## config.mk

```make
export PLATFORM = sky130hd
export DESIGN_NAME = moisture_pump_ctrl
export DESIGN_NICKNAME = d
export VERILOG_FILES = /design/src/rtl/moisture_pkg.sv /design/src/rtl/moisture_timer.sv /design/src/rtl/moisture_pump_ctrl.sv
export SDC_FILE = /design/constraint.sdc
export NUM_CORES = 1
export LEC_CHECK = 0
export ABC_AREA = 1
export CAP_MARGIN = 40
export CORE_ASPECT_RATIO = 1.75
export CORE_UTILIZATION = 50
export CTS_CLUSTER_SIZE = 25
export DETAILED_ROUTE_END_ITERATION = 6
export GPL_TIMING_DRIVEN = 0
export PLACE_DENSITY = 0.83
export REMOVE_ABC_BUFFERS = 1
export SLEW_MARGIN = 5
export SYNTH_ARGS = -nofsm -noshare
export SYNTH_HDL_FRONTEND = slang
export SYNTH_SLANG_ARGS = --single-unit
```

## constraint.sdc

```tcl
create_clock -name clk -period 3.6 [get_ports clk]
set_input_delay 0.36 -clock clk [delete_from_list [all_inputs] [get_ports clk]]
set_output_delay 0.36 -clock clk [all_outputs]
set_load 0.005 [all_outputs]
```

## src/rtl/moisture_pkg.sv

```systemverilog
// Shared definitions for the moisture/pump controller slice.
//   MOIST_W      : width of moisture readings and setpoints
//   COUNT_W      : width of the watering-event counter
//   pump_state_t : controller state encoding (IDLE=0, WATER=1, SOAK=2, FAULT=3)
//   sat_deficit  : ideal - wet, floored at zero (same rule as the moisture comparator)
package moisture_pkg;
  localparam int MOIST_W = 6;
  localparam int COUNT_W = 8;

  typedef enum logic [1:0] {
    IDLE  = 2'd0,
    WATER = 2'd1,
    SOAK  = 2'd2,
    FAULT = 2'd3
  } pump_state_t;

  function automatic logic [MOIST_W-1:0] sat_deficit(input logic [MOIST_W-1:0] ideal,
                                                     input logic [MOIST_W-1:0] wet);
    return (ideal > wet) ? (ideal - wet) : '0;
  endfunction
endpackage

```

## src/rtl/moisture_timer.sv

```systemverilog
// Terminal-count up-counter.
//   clk, rst : clock, asynchronous active-high reset
//   clr      : synchronous clear to 0 (wins over en)
//   en       : count enable; wraps to 0 after reaching last
//   last     : terminal count value
//   tc       : high while the count equals last
module moisture_timer #(
  parameter int W = 8
) (
  input  logic         clk,
  input  logic         rst,
  input  logic         clr,
  input  logic         en,
  input  logic [W-1:0] last,
  output logic         tc
);
  logic [W-1:0] cnt;

  assign tc = (cnt == last);

  always_ff @(posedge clk or posedge rst) begin
    if (rst)       cnt <= '0;
    else if (clr)  cnt <= '0;
    else if (en)   cnt <= tc ? '0 : cnt + W'(1);
  end
endmodule

```

## src/rtl/moisture_pump_ctrl.sv

```systemverilog
// Watering pump sequencer: periodic moisture sampling with hysteresis,
// maximum-on watchdog, post-watering soak delay and sticky fault.
//   clk, rst    : clock, asynchronous active-high reset
//   enable      : controller enable; low returns to IDLE with pump off
//   wet, ideal  : moisture reading and setpoint (6 bit)
//   fault_clr   : pulse that releases a latched watchdog fault
//   pump_on     : registered pump drive
//   alarm       : registered saturating deficit ideal - wet
//   busy        : registered, high in WATER or SOAK
//   fault       : registered, high in FAULT
//   water_count : completed watering events, saturating at 255
module moisture_pump_ctrl
  import moisture_pkg::*;
#(
  parameter int SAMPLE_DIV = 16,
  parameter int HYST       = 2,
  parameter int MAX_ON     = 64,
  parameter int SOAK_TIME  = 32
) (
  input  logic               clk,
  input  logic               rst,
  input  logic               enable,
  input  logic [MOIST_W-1:0] wet,
  input  logic [MOIST_W-1:0] ideal,
  input  logic               fault_clr,
  output logic               pump_on,
  output logic [MOIST_W-1:0] alarm,
  output logic               busy,
  output logic               fault,
  output logic [COUNT_W-1:0] water_count
);
  localparam int TMR_MAX = (SAMPLE_DIV > SOAK_TIME) ? SAMPLE_DIV : SOAK_TIME;
  localparam int TMR_W   = $clog2(TMR_MAX) + 1;
  localparam int ON_W    = $clog2(MAX_ON) + 1;

  pump_state_t state, nxt;
  logic tmr_clr, tmr_en, tmr_tc;
  logic on_clr, on_en, on_tc;
  logic alarm_ld, cnt_inc;
  logic start, wet_ok;
  logic [TMR_W-1:0] tmr_last;

  // 7-bit compare so wet + HYST cannot wrap past the setpoint.
  assign start  = ({1'b0, wet} + 7'(HYST)) < {1'b0, ideal};
  assign wet_ok = (wet >= ideal);

  // The sample and soak intervals never overlap, so one timer serves both.
  assign tmr_last = (state == SOAK) ? TMR_W'(SOAK_TIME - 1) : TMR_W'(SAMPLE_DIV - 1);

  moisture_timer #(.W(TMR_W)) u_sample_tmr (
    .clk(clk), .rst(rst), .clr(tmr_clr), .en(tmr_en), .last(tmr_last), .tc(tmr_tc)
  );

  moisture_timer #(.W(ON_W)) u_on_tmr (
    .clk(clk), .rst(rst), .clr(on_clr), .en(on_en), .last(ON_W'(MAX_ON - 1)), .tc(on_tc)
  );

  always_ff @(posedge clk or posedge rst) begin
    if (rst) state <= IDLE;
    else     state <= nxt;
  end

  always_comb begin
    nxt      = state;
    tmr_clr  = 1'b0;
    tmr_en   = 1'b0;
    on_clr   = 1'b0;
    on_en    = 1'b0;
    alarm_ld = 1'b0;
    cnt_inc  = 1'b0;
    case (state)
      IDLE: begin
        on_clr = 1'b1;
        if (!enable) begin
          tmr_clr = 1'b1;
        end else if (tmr_tc) begin
          alarm_ld = 1'b1;
          tmr_clr  = 1'b1;
          if (start) nxt = WATER;
        end else begin
          tmr_en = 1'b1;
        end
      end
      WATER: begin
        alarm_ld = 1'b1;
        tmr_clr  = 1'b1;
        if (!enable) begin
          nxt    = IDLE;
          on_clr = 1'b1;
        end else if (wet_ok) begin
          // Moisture exit has priority over a simultaneous watchdog expiry.
          nxt     = SOAK;
          on_clr  = 1'b1;
          cnt_inc = 1'b1;
        end else if (on_tc) begin
          nxt    = FAULT;
          on_clr = 1'b1;
        end else begin
          on_en = 1'b1;
        end
      end
      SOAK: begin
        on_clr = 1'b1;
        if (!enable || tmr_tc) begin
          nxt     = IDLE;
          tmr_clr = 1'b1;
        end else begin
          tmr_en = 1'b1;
        end
      end
      FAULT: begin
        on_clr  = 1'b1;
        tmr_clr = 1'b1;
        if (fault_clr) nxt = IDLE;
      end
      default: nxt = IDLE;
    endcase
  end

  // Status outputs follow the state register by one cycle.
  always_ff @(posedge clk or posedge rst) begin
    if (rst) begin
      pump_on     <= 1'b0;
      busy        <= 1'b0;
      fault       <= 1'b0;
      alarm       <= '0;
      water_count <= '0;
    end else begin
      pump_on <= (state == WATER);
      busy    <= (state == WATER) || (state == SOAK);
      fault   <= (state == FAULT);
      if (alarm_ld) alarm <= sat_deficit(ideal, wet);
      if (cnt_inc && (water_count != {COUNT_W{1'b1}}))
        water_count <= water_count + COUNT_W'(1);
    end
  end
endmodule

```

== Word-level counts from Yosys, hierarchy flattened ==
Cells that the tools add are included.
Widths: inputs -> output; s select.

* Add/sub/neg operators: 5
* $mul: 0
* Divide/modulo/power cells: 0
* $lt $le $gt $ge: 3
* Eq/ne operators: 12
* Shifts and indexed selects: 0
* Muxes and demuxes: 38
* Bitwise operators: 0
* Reduce and logical (&&, ||, !) cells: 10

{| class="wikitable"
|+ Operators by type and width
! operator !! number
|-
| $mux 6 || 4
|-
| $mux 7 || 3
|-
| $mux 1 || 17
|-
| $mux 2 || 8
|-
| $add 8x1->8 const B || 1
|-
| $ne 2x2->1 const B || 4
|-
| $ne 8x8->1 const B || 1
|-
| $pmux 2 s4 || 1
|-
| $add 6x2->7 const B || 1
|-
| $add 7x1->7 const B || 1
|-
| $eq 7x6->1 const B || 1
|-
| $lt 7x6->1 || 1
|-
| $add 6x1->6 const B || 1
|-
| $eq 6x5->1 || 1
|-
| $ge 6x6->1 || 1
|-
| $gt 6x6->1 || 1
|-
| $pmux 1 s2 || 3
|-
| $reduce_and 6->1 || 1
|-
| $sub 6x6->6 || 1
|-
| $mux 5 || 1
|-
| $eq 2x2->1 const B || 2
|-
| $ne 4x3->1 const B || 1
|-
| $reduce_bool 2->1 || 2
|-
| $pmux 1 s3 || 1
|-
| 8 further kinds || 9
|}

* Flip-flop bits (word level): 32
* Bits in latches: 0
* RAM bits: 0
* Memory bits (read-only): 0
* Bits of input ports: 16
* Output and inout bits: 17
* Memories kept: 0

== Longest topological paths before layout ==
Gate-level depths: netlist of the first run.

* Depth in word-level cells: 8
* Mapped depth: 14

== Modules after synthesis ==
A second synthesis of the first run with hierarchy kept.

* Cells, all modules: 338
* Area, all modules: 2,464.9 sq um

{| class="wikitable"
|+ Modules (own cells, without submodules)
! module !! times used !! cells an instance !! area each (sq um)
|-
| moisture_pump_ctrl || 1 || 197 || 1,503.9
|-
| moisture_timer at u_on_tmr || 1 || 69 || 500.5
|-
| moisture_timer at u_sample_tmr || 1 || 72 || 460.4
|}

== Worst setup path after synthesis of the first run ==
Ideal clock, no wire load.

* Path type: input -> register
* Start point: input ideal[0]
* End point: register water_count[2]
* Setup time: 0.122 ns
* Data arrival time: 1.690 ns
* Path slack: 1.788 ns
* Stages on the path: 13
* Cells stage by stage: inv_1 -> ha_1 -> inv_1 -> fa_1 -> nand2_1 -> nand2_1 -> nand3_2 -> nand2_2 -> nand2_2 -> inv_4 -> nor2_8 -> nand2_2 -> xor2_1

* Cells in the longest elaborated chain, start to end: 5

{| class="wikitable"
|+ RTL lines
! element !! line !! text
|-
| start: declaration || moisture_pump_ctrl.sv:24 || <nowiki>input logic [MOIST_W-1:0] ideal,</nowiki>
|-
| $ge 6x6->1 || moisture_pump_ctrl.sv:45 || <nowiki>assign wet_ok = (wet >= ideal);</nowiki>
|-
| $mux 1 || moisture_pump_ctrl.sv:90 || <nowiki>end else if (wet_ok) begin</nowiki>
|-
| $mux 1 || moisture_pump_ctrl.sv:87 || <nowiki>if (!enable) begin</nowiki>
|-
| $mux 1 || moisture_pump_ctrl.sv:71 || <nowiki>case (state)</nowiki>
|-
| $logic_and 1x1->1 || moisture_pump_ctrl.sv:133 || <nowiki>if (cnt_inc && (water_count != {COUNT_W{1'b1}}))</nowiki>
|-
| end signal: assignment || moisture_pump_ctrl.sv:134 || <nowiki>water_count <= water_count + COUNT_W'(1);</nowiki>
|-
| end: declaration || moisture_pump_ctrl.sv:30 || <nowiki>output logic [COUNT_W-1:0] water_count</nowiki>
|}

Every way passes these cells.
A chain may end at the register's enable or synchronous reset.

== Worst setup path in the final report of the first run ==
* Start point: input wet[2]
* End point: register state[0]

* Cells in the longest elaborated chain, start to end: 4
* Elaborated cells between the ends (all ways): 9
* Classes of those cells: 1 x add/sub; 2 x order compare; 2 x eq/ne; 3 x mux; 1 x reduce/logical

{| class="wikitable"
|+ RTL lines
! element !! line !! text
|-
| start: declaration || moisture_pump_ctrl.sv:23 || <nowiki>input logic [MOIST_W-1:0] wet,</nowiki>
|-
| $add 6x2->7 / $ge 6x6->1 (equally long branches) || moisture_pump_ctrl.sv:44, moisture_pump_ctrl.sv:45 ||
|-
| $lt 7x6->1 / $mux 2 (equally long branches) || moisture_pump_ctrl.sv:44, moisture_pump_ctrl.sv:90 ||
|-
| $ne 2x2->1 (no source line) / $mux 2 (equally long branches) || n/a ||
|-
| $reduce_and 6->1 (no source line) / $pmux 2 s4 (equally long branches) || n/a ||
|-
| end signal: assignment || moisture_pump_ctrl.sv:60 || <nowiki>else state <= nxt;</nowiki>
|-
| end: declaration || moisture_pump_ctrl.sv:36 || <nowiki>pump_state_t state, nxt;</nowiki>
|}

Several ways; a longest one is shown, not always the timed one.

==> results of run 1 <==
## worst reg2reg max path: cells and delay by family (launching register included)
kind                       cells  cell delay, ps
AOI/OAI and AO/OA              1             140
adders and majority gates      1             200
buffers and inverters          2             180
DFF                            1             430
and+or+nand+nor                6             760
## cells in the final DEF (no fill, tap or decap)
master           instances
nor3_1                   2
dfrtp_1                 32
nand3_1                 28
inv_2                    8
xnor2_1                  6
clkinv_2                 1
xor2_1                  16
nor3_2                   1
or2_1                    1
buf_8                    1
nor4_2                   1
a21oi_1                  5
inv_1                   30
nand3_2                  4
o211ai_1                 1
clkdlybuf4s50_1         32
a31oi_1                  1
o21ai_1                  7
nand2_2                  7
inv_4                    1
bufinv_16                1
ha_1                    21
a21o_1                   1
nand2_1                 45
nor2_1                  22
clkinvlp_4               1
clkbuf_8                 5
nor2_8                   1
nand4_4                  1
nand4_1                  6
nand2_4                  2
or2_0                    1
fa_1                     1
o21ai_0                  3
## power by group through the flow
stage | clock (µW) | combinational, µW | sequential [µW]
2_1_floorplan | 0 | 371 | 531
3_3_place_gp | 0 | 597 | 537
3_5_place_dp | 0 | 616 | 538
4_1_cts | 351 | 626 | 533
5_1_grt | 367 | 704 | 546
6_report | 347 | 619 | 532
## sequential cells by signal, summed over array words and instances, names as in the netlist
register and count:
u_sample_tmr.cnt 6, fault 1, pump_on 1, alarm 6
water_count 8, state 2, busy 1, u_on_tmr.cnt 7
## cells in the mapped netlist (all sizes together)
master,n,area (µm²)
o211ai,1,7.51
inv,39,149
nand3,32,180
xor2,16,140
a31oi,1,6.26
a21oi,5,25.0
or2,2,12.5
nor2,23,103
xnor2,6,52.6
nor3,3,20.0
o21ai,10,50.0
dfrtp,32,801
nand2,54,235
nand4,7,58.8
ha,21,263
a21o,1,7.51
fa,1,20.0
nor4,1,12.5
## layout make-up
cell class	count	area (µm²)	share of cell area [%]
multi-input combinational	184	1190	45.0
tap	49	61.3	2.31
clock inverter	3	42.5	1.60
timing repair buffer	33	335	12.6
sequential	32	801	30.2
inverter	39	149	5.62
clock buffer	5	68.8	2.60
## per-layer routing
metal / vias to the layer above / global-route usage, % / part of all wire [%]
met5: - / 0 / 0
met4: 0 / 11.3 / 3.0
met3: 12 / 3.44 / 2.7
met2: 41 / 41.9 / 56
met1: 856 / 22.1 / 38
li1: 908 / - / -
## cells by family (layout without fill, tap and decap cells)
family | after synthesis | after routing | share of synthesized area, %
xor gates and xnor gates | 22 | 22 | 8.99
DFF | 32 | 32 | 37.4
and+or+nand+nor | 122 | 122 | 29.0
buffers and inverters | 39 | 80 | 6.95
adders and majority gates | 22 | 22 | 13.2
AOI/OAI and AO/OA | 18 | 18 | 4.49
## worst min path at each step
stage	startpoint	endpoint	slack, ps	cells after the start
global route	u_on_tmr.cnt[6]$_DFFE_PP0P_	u_on_tmr.cnt[6]$_DFFE_PP0P_	540	2
finish	rst	u_on_tmr.cnt[3]$_DFFE_PP0P_	500	2
CTS	rst	water_count[3]$_DFFE_PP0P_	520	2
global placement	u_sample_tmr.cnt[1]$_DFFE_PP0P_	u_sample_tmr.cnt[1]$_DFFE_PP0P_	500	2
detailed placement	u_on_tmr.cnt[6]$_DFFE_PP0P_	u_on_tmr.cnt[6]$_DFFE_PP0P_	510	2
floorplan	rst	alarm[0]$_DFFE_PP0P_	480	1
## metrics by stage
| step | util [%] | setup WS (ps) | hold slack [ps] |
|---|---|---|---|
| 2_1_floorplan | - | 1790 | 475 |
| 3_3_place_gp | 61.4 | 1200 | 496 |
| 3_5_place_dp | 61.8 | 1130 | 509 |
| 4_1_cts | 64.5 | 1440 | 520 |
| 5_1_grt | 64.5 | 1240 | 541 |
| 6_report | 64.5 | 1410 | 497 |
==> flow_metrics.env, run 1 <==
export IMPL_outcome="completed"
export IMPL_fin_crit_sh_pct=60.9
export IMPL_drv_slew=0
export IMPL_cts_sink_count=32
export IMPL_rr_worst_depth=10
export IMPL_max_slew_margin_pct=51.5
export IMPL_max_stage_delay_ps=500
export IMPL_post_route_min_period_ps=2190
export IMPL_rows=31
export IMPL_setup_violations=0
export IMPL_route_final_wire_length_um=4290
export IMPL_path_depth=13
export IMPL_cp_startpoint="wet[2]"
export IMPL_yosysWarnings=0
export IMPL_r2r_start="state[0]$_DFFE_PP0P_"
export IMPL_netlist_instances=255
export IMPL_drc=0
export IMPL_portBuffers=32
export IMPL_maxCapViolations=0
export IMPL_r2r_slack_ps=1820
export IMPL_powerDensity_mw_per_mm2=565
export IMPL_dpl_cell_count=337
export IMPL_ant_nets=0
export IMPL_cts_buffers=5
export IMPL_dpl_hpwl_um=3380
export IMPL_num_antenna_cells=0
export IMPL_cts_resized_gates=0
export IMPL_synth_area_per_cell_um2=8.41
export IMPL_ys_ff_latch=32
export IMPL_crit_family="simple AND/OR/NAND/NOR gates"
export IMPL_fmax_mhz=456
export IMPL_grt_pass1_wl_um=7450
export IMPL_min_path_type="in2async"
export IMPL_routed_via_density=5.27
export IMPL_criticalPathCategory="in2reg"
export IMPL_grt_pass1_vias=1783
export IMPL_slowest_stage="clkdlybuf4s50_1"
export IMPL_hold_viol=0
export IMPL_syn_to_final_growth_pct=23.7
export IMPL_routabilityCongestion=0.840
export IMPL_cp_num_buf_inv=1
export IMPL_endpoint="state[0]$_DFFE_PP0P_"
export IMPL_worst_setup_path_end_kind="flop"
export IMPL_place_area_mm2=0.00254
export IMPL_sequentialPowerShare_pct=35.5
export IMPL_peakVddDrop_mv=0.416
export IMPL_design_power_total_uw=1500
export IMPL_setup_tns_ps=0
export IMPL_root_buffer="clkbuf_8"
export IMPL_crit_chain="clkdlybuf4s50_1, ha_1, nand3_1, xor2_1, ha_1, a21oi_1, nand2_1, nor2_1, nand3_1, nand2_1, nand3_1, nand2_1, nand2_1"
export IMPL_drive_gt1_share_pct=11.8
export IMPL_nets=333
export IMPL_drt_iter0_drc=31
export IMPL_start_kind="primary input"
export IMPL_grt_total_usage_pct=22.0
export IMPL_yosysUniqueCellTypes=28
export IMPL_worst_pin_slew_ps=726
export IMPL_clkTransAtPathRegs_ps=70
export IMPL_grt_max_degree=19
export IMPL_overflow=0
export IMPL_critPathRequiredTime_ps=3780
export IMPL_switching_share_pct=36.7
export IMPL_start_util_pct=52.1
export IMPL_p_leak_uw=0.00128
export IMPL_crit_fanout=3
export IMPL_rsz0062_at_grt="false"
export IMPL_die_height_um=88.6
export IMPL_antenna_found_initial=0
export IMPL_clkLatencyLatePin_ps=290
export IMPL_power_switching_uw=550
export IMPL_dr_pass1_iters=4
export IMPL_p_int_uw=948
export IMPL_cts_hold_buffers_added=0
export IMPL_num_vias=1817
export IMPL_htree_levels=2
export IMPL_r2r_end="alarm[3]$_DFFE_PP0P_"
export IMPL_io_pins=33
export IMPL_pwr_share_comb_pct=41.3
export IMPL_wl_per_cell_um=12.4
export IMPL_fin_area_mm2=0.00265
export IMPL_finClkSkew_ps=7.22
export IMPL_pwr_share_clk_pct=23.2
export IMPL_die_w_um=51.5
export IMPL_layout_cells_non_filler=345
export IMPL_cts_setup_buffers=0
export IMPL_core_mm2=0.00411
export IMPL_synthesis_area_mm2=0.00214
export IMPL_clock_path_buffers=2
export IMPL_arrival_ps=2370
export IMPL_cts_tree="yes"
export IMPL_cp_common_cell="nand2_1"
export IMPL_fp_dieArea_mm2=0.00456
export IMPL_ys_seq_area_share_pct=37.4
export IMPL_fillers=360
Note: power is estimated with default switching activity, not from simulation.
==> run 2: changes to the inputs <==
--- a/config.mk
+++ b/config.mk
@@ -8,11 +8,11 @@
 export ABC_AREA = 1
 export CAP_MARGIN = 40
 export CORE_ASPECT_RATIO = 1.75
-export CORE_UTILIZATION = 50
+export CORE_UTILIZATION = 49
 export CTS_CLUSTER_SIZE = 25
 export DETAILED_ROUTE_END_ITERATION = 6
 export GPL_TIMING_DRIVEN = 0
-export PLACE_DENSITY = 0.83
+export PLACE_DENSITY = 0.85
 export REMOVE_ABC_BUFFERS = 1
 export SLEW_MARGIN = 5
 export SYNTH_ARGS = -nofsm -noshare
==> constraint.sdc (replaced) <==
create_clock -name clk -period 1.8 [get_ports clk]
set_input_delay 0.18 -clock clk [delete_from_list [all_inputs] [get_ports clk]]
set_output_delay 0.18 -clock clk [all_outputs]
set_load 0.005 [all_outputs]
==> run 2 against run 1 <==
  * Clock power up 95%
  * Final cell count grew 2.9%
  * Global-route usage up 0.85 points
  * Design area increased by 6.4%
==> flow_metrics.env, run 2 (same netlist as run 1, synthesis figures left out) <==
export IMPL_grt_busiest_layer="met2"
export IMPL_seq_area_um2=802
export IMPL_multi_input_area_mm2=0.00128
export IMPL_routed_via_density=5.24
export IMPL_routabilityCongestion=0.784
export IMPL_fillers=308
export IMPL_num_antenna_cells=0
export IMPL_portBuffers=32
export IMPL_hold_slack_ps=302
export IMPL_overflow=0
export IMPL_io_pins=33
export IMPL_grt_pass1_vias=1841
export IMPL_num_vias=1860
export IMPL_start_util_pct=51.6
export IMPL_criticalPathCategory="in2reg"
export IMPL_crit_fanout=3
export IMPL_nets=343
export IMPL_route_final_wire_length_um=4710
export IMPL_drt_iter0_drc=36
export IMPL_grt_pass1_wl_um=7900
export IMPL_top_regs="water_count (8), u_on_tmr.cnt (7)"
export IMPL_dpl_hpwl_um=3380
export IMPL_min_path_type="in2async"
export IMPL_p_leak_uw=0.00136
export IMPL_drc=0
export IMPL_dr_pass1_iters=4
export IMPL_fin_crit_sh_pct=96.1
export IMPL_peakVddDrop_mv=0.765
export IMPL_grtUsageMet1_pct=23.0
export IMPL_wl_per_cell_um=13.3
export IMPL_fp_dieArea_mm2=0.00465
export IMPL_use_met3_pct=4.42
export IMPL_outcome="completed"
export IMPL_ant_nets=0
export IMPL_grt_total_usage_pct=22.8
export IMPL_maxCapViolations=0
export IMPL_layout_commonest_cell="nand2_1"
export IMPL_clkTransAtPathRegs_ps=70
export IMPL_place_area_mm2=0.00255
export IMPL_layout_cells_non_filler=355
export IMPL_die_height_um=89.5
export IMPL_rsz0062_at_grt="true"
export IMPL_largest_reg_flops=8
export IMPL_arrival_ps=1890
export IMPL_cts_hold_buffers_added=0
export IMPL_hold_viol=0
export IMPL_clock_path_buffers=2
export IMPL_drive_gt1_share_pct=21.2
export IMPL_clkLatencyLatePin_ps=280
export IMPL_htree_levels=2
export IMPL_root_buffer="clkbuf_8"
export IMPL_place_ws_ps=-459
export IMPL_critPathRequiredTime_ps=1960
export IMPL_post_route_min_period_ps=1730
export IMPL_finClkSkew_ps=1.73
export IMPL_grt_max_degree=20
export IMPL_setup_violations=0
export IMPL_syn_to_final_growth_pct=31.6
export IMPL_rows=31
export IMPL_design_power_total_uw=3110
export IMPL_start_kind="primary input"
export IMPL_max_slew_margin_pct=55.5
export IMPL_die_w_um=52.0
export IMPL_final_cell_mix="43 x nand2_1, 31 x dfrtp_1, 27 x nand3_1, 27 x inv_1, 24 x clkdlybuf4s50_1"
export IMPL_dpl_cell_count=337
export IMPL_fin_area_mm2=0.00282
export IMPL_powerDensity_mw_per_mm2=1100
export IMPL_cts_buffers=5
export IMPL_worst_pin_slew_ps=667
export IMPL_drv_slew=0
export IMPL_cts_sink_count=32
export IMPL_fmax_mhz=578
export IMPL_worst_setup_path_end_kind="flop"
export IMPL_antenna_found_initial=0
export IMPL_cts_tree="yes"
export IMPL_finalWorstSetupSlack_ps=69.7
export IMPL_regMostFlops="water_count"
export IMPL_core_mm2=0.00415
export IMPL_grtUsageMet2_pct=43.9
## run 2: layer usage
metal  wire [µm]  part of all wire [%]  vias up
met2        2660                    57       49
met4         119                   2.5        0
met3         154                   3.3       13
met5           0                     0        -
met1        1770                    38      874
li1            -                     -      924
## run 2: per-stage QoR
step                      setup TNS (ps)  util (%)
after floorplan                        0         -
after global placement             -6500      60.8
after detailed placement           -7330      61.5
after CTS                              0      66.8
after global routing                -436      68.0
final                                  0      68.0
## run 2: path summary, 6_finish.rpt
check / cells past startpoint / slack, ps / endpoint / from
min reg2reg: 2 / 530 / water_count[7]$_DFFE_PP0P_ / water_count[7]$_DFFE_PP0P_
max reg2reg: 8 / 90 / u_sample_tmr.cnt[5]$_DFFE_PP0P_ / state[1]$_DFFE_PP0P_
min in group clk: 3 / 400 / alarm[0]$_DFFE_PP0P_ / ideal[0]
min: 2 / 300 / u_sample_tmr.cnt[0]$_DFFE_PP0P_ / rst
max: 15 / 70 / water_count[3]$_DFFE_PP0P_ / ideal[0]
max in group asynchronous: 3 / 970 / state[0]$_DFFE_PP0P_ / rst
## run 2: final cells by class
class / count / area share [%]
inverter: 39 / 5.28
multi-input combinational: 184 / 45.4
tap: 49 / 2.17
clock buffer: 6 / 2.57
sequential: 32 / 28.4
clock inverter: 2 / 1.24
timing repair buffer: 43 / 14.9
## run 2: report_power, final
group	switching (µW)	internal, µW
clock	266	410
combinational	698	656
sequential	166	911
## run 2: critical path, stage by stage
cell and delay (ps):
dlygate4sd2_1 240, inv_1 60, ha_2 160, inv_2 50, fa_2 370, nand2_2 90, nand2_2 60, nand3_2 70
nand2_2 70, nand2_2 90, inv_4 50, nor2_8 110, buf_6 110, nand2_2 50, xnor2_2 130
## run 2: repair_timing
item,CTS,global route
resized for setup,18,18
pin swaps,7,4
setup buffers,9,1
endpoints found under the setup margin,15,25
gates cloned,0,0
==> run 3: changes to the inputs <==
--- a/config.mk
+++ b/config.mk
@@ -8,13 +8,12 @@
 export ABC_AREA = 1
 export CAP_MARGIN = 40
 export CORE_ASPECT_RATIO = 1.75
-export CORE_UTILIZATION = 49
-export CTS_CLUSTER_SIZE = 25
+export CORE_UTILIZATION = 50
 export DETAILED_ROUTE_END_ITERATION = 6
 export GPL_TIMING_DRIVEN = 0
-export PLACE_DENSITY = 0.85
+export PLACE_DENSITY = 0.83
 export REMOVE_ABC_BUFFERS = 1
-export SLEW_MARGIN = 5
+export SLEW_MARGIN = 20
 export SYNTH_ARGS = -nofsm -noshare
 export SYNTH_HDL_FRONTEND = slang
 export SYNTH_SLANG_ARGS = --single-unit
==> constraint.sdc (replaced) <==
create_clock -name clk -period 1.6 [get_ports clk]
set_input_delay 0.16 -clock clk [delete_from_list [all_inputs] [get_ports clk]]
set_output_delay 0.16 -clock clk [all_outputs]
set_load 0.005 [all_outputs]
==> run 3 against run 2 <==
  * The run now ends with negative setup slack left
  * Final cell count rose by 5.1%
  * Hold slack worse by 32 ps
  * Core utilization grew 8.0 points
  * Clock skew is 9.1 ps higher
  * Worst setup slack lost 150 ps
  * Flip-flop and latch count unchanged
  * Register-to-register slack got worse by 170 ps
  * Power grew 30%
  * Via count increased by 12%
  * Critical path type is now reg2reg
  * Critical endpoint is now u_sample_tmr.cnt[3]$_DFFE_PP0P_
  * Highest routed layer unchanged
==> flow_metrics.env, run 3 (same netlist as run 1, synthesis figures left out) <==
export IMPL_outcome="finished, violations left"
export IMPL_violations="negative setup slack"
export IMPL_overflow=0
export IMPL_final_cell_mix="39 x nand2_1, 31 x dfrtp_1, 25 x buf_4"
export IMPL_max_slew_margin_pct=55.4
export IMPL_top_regs="water_count (8), u_on_tmr.cnt (7)"
export IMPL_dr_pass1_iters=4
export IMPL_drc=0
export IMPL_routed_via_density=5.59
export IMPL_wl_per_cell_um=16.3
export IMPL_wl_met1_um=2020
export IMPL_drv_slew=0
export IMPL_finClkSkew_ps=10.8
export IMPL_finalWorstSetupSlack_ps=-83.3
export IMPL_start_kind="flop"
export IMPL_antenna_found_initial=0
export IMPL_wl_met2_um=3570
export IMPL_cts_tree="yes"
export IMPL_grt_total_usage_pct=26.7
export IMPL_syn_to_final_growth_pct=45.7
export IMPL_regMostFlops="water_count"
export IMPL_clock_path_buffers=2
export IMPL_critPathRequiredTime_ps=1820
export IMPL_clkLatencyLatePin_ps=290
export IMPL_post_route_min_period_ps=1680
export IMPL_worst_pin_slew_ps=668
export IMPL_drt_iter0_drc=57
export IMPL_routabilityCongestion=0.840
export IMPL_clkTransAtPathRegs_ps=70
export IMPL_min_path_type="in2reg"
export IMPL_worst_setup_path_end_kind="flop"
export IMPL_grt_max_degree=33
export IMPL_cts_sink_count=32
export IMPL_dpl_hpwl_um=3300
export IMPL_top_layer="met4"
export IMPL_cts_buffers=5
export IMPL_slowest_stage="dfrtp_1"
export IMPL_design_power_total_uw=4050
export IMPL_crit_fanout=3
export IMPL_peakVddDrop_mv=0.933
export IMPL_arrival_ps=1900
export IMPL_num_antenna_cells=0
export IMPL_fin_area_mm2=0.00312
export IMPL_place_area_mm2=0.00252
export IMPL_root_buffer="clkbuf_8"
export IMPL_crit_family="simple AND/OR/NAND/NOR gates"
export IMPL_fmax_mhz=594
export IMPL_htree_levels=2
export IMPL_cp_common_cell="buf_4"
export IMPL_num_vias=2086
export IMPL_start_util_pct=52.1
export IMPL_route_final_wire_length_um=6090
export IMPL_powerDensity_mw_per_mm2=1300
export IMPL_rows=31
export IMPL_rsz0062_at_grt="true"
export IMPL_die_w_um=51.5
export IMPL_layout_commonest_cell="nand2_1"
export IMPL_core_mm2=0.00411
export IMPL_io_pins=33
export IMPL_hold_viol=0
export IMPL_grt_pass1_vias=2148
export IMPL_cts_hold_buffers_added=0
export IMPL_drive_gt1_share_pct=33.0
export IMPL_nets=361
export IMPL_grt_pass1_wl_um=9030
export IMPL_die_height_um=88.6
export IMPL_ant_nets=0
export IMPL_max_stage_delay_ps=420
export IMPL_fp_dieArea_mm2=0.00456
export IMPL_crit_chain="inv_2, ha_2, nand2_1, nand3_4, nor2_4, buf_4, buf_4, nor2_1, nand3_1, o21ai_1"
export IMPL_dr_wl_met3_um=181
export IMPL_maxCapViolations=0
export IMPL_largest_reg_flops=8
export IMPL_setup_violations=8
export IMPL_portBuffers=32
export IMPL_fin_crit_sh_pct=105
export IMPL_cp_num_buf_inv=3
export IMPL_criticalPathCategory="reg2reg"
export IMPL_p_leak_uw=0.00151
## run 3: cell count changes in the layout (fill, tap and decap cells not counted), sizes merged
cell / delta
clkdlybuf4s15: +1
dlygate4sd2: +1
dlymetal6s2s: -1
clkinv: +1
buf: +21
clkdlybuf4s50: -4
inv: -1
## run 3: where the power goes
| group | leakage, µW | switching, µW | total (µW) | internal (µW) |
|---|---|---|---|---|
| clock | 0.0000552 | 310 | 772 | 462 |
| combinational | 0.00103 | 1050 | 2070 | 1020 |
| sequential | 0.000423 | 180 | 1200 | 1020 |
| total | 0.00151 | 1540 | 4050 | 2510 |
## run 3: stage by stage
stage	TNS, ps	util [%]	setup slack [ps]	cells	hold slack, ps
2_1_floorplan	-15.1	-	-11.5	255	276
3_3_place_gp	-11160	61.4	-603	336	496
3_5_place_dp	-12220	61.4	-679	336	501
4_1_cts	0	71.4	0.0805	366	310
5_1_grt	-1630	76.0	-167	373	273
6_report	-230	76.0	-83.3	373	270
## run 3: path summary, 6_finish.rpt
check | cells past startpoint | slack, ps | start | endpoint
hold / removal | 3 | 270 | ideal[0] | alarm[0]$_DFFE_PP0P_
setup / recovery | 10 | -80 | state[0]$_DFFE_PP0P_ | u_sample_tmr.cnt[3]$_DFFE_PP0P_
hold reg to reg | 2 | 520 | u_on_tmr.cnt[6]$_DFFE_PP0P_ | u_on_tmr.cnt[6]$_DFFE_PP0P_
setup reg to reg | 10 | -80 | state[0]$_DFFE_PP0P_ | u_sample_tmr.cnt[3]$_DFFE_PP0P_
max in group asynchronous | 2 | 850 | rst | water_count[3]$_DFFE_PP0P_
min in group asynchronous | 2 | 290 | rst | water_count[0]$_DFFE_PP0P_
## run 3: area by class of cell
cell class / count / area (µm²)
clock buffers: 6 / 72.6
clock inverters: 2 / 35.0
fillers: 269 / 988
inverters: 39 / 159
multi-input cells: 184 / 1470
flip-flops and latches: 32 / 802
well taps: 49 / 61.3
repair buffers: 61 / 524
## run 3: layer usage
| metal | GRT usage, % | up-vias |
|---|---|---|
| li1 | - | 959 |
| met4 | 16.5 | 0 |
| met2 | 52.7 | 80 |
| met5 | 0 | - |
| met1 | 25.0 | 1016 |
| met3 | 2.75 | 31 |
## run 3: timing repair
| action | 4_1_cts | 5_1_grt |
|---|---|---|
| setup buffers | 22 | 7 |
| hold endpoints to repair | 0 | 0 |
| gates resized for setup | 51 | 44 |
| endpoints found under the setup margin | 27 | 29 |
| pin swaps | 20 | 27 |
## run 3: tightest hold or removal path, cell delays in order
cell,delay (ps)
buf_2,100
ha_1,180
o21ai_1,80
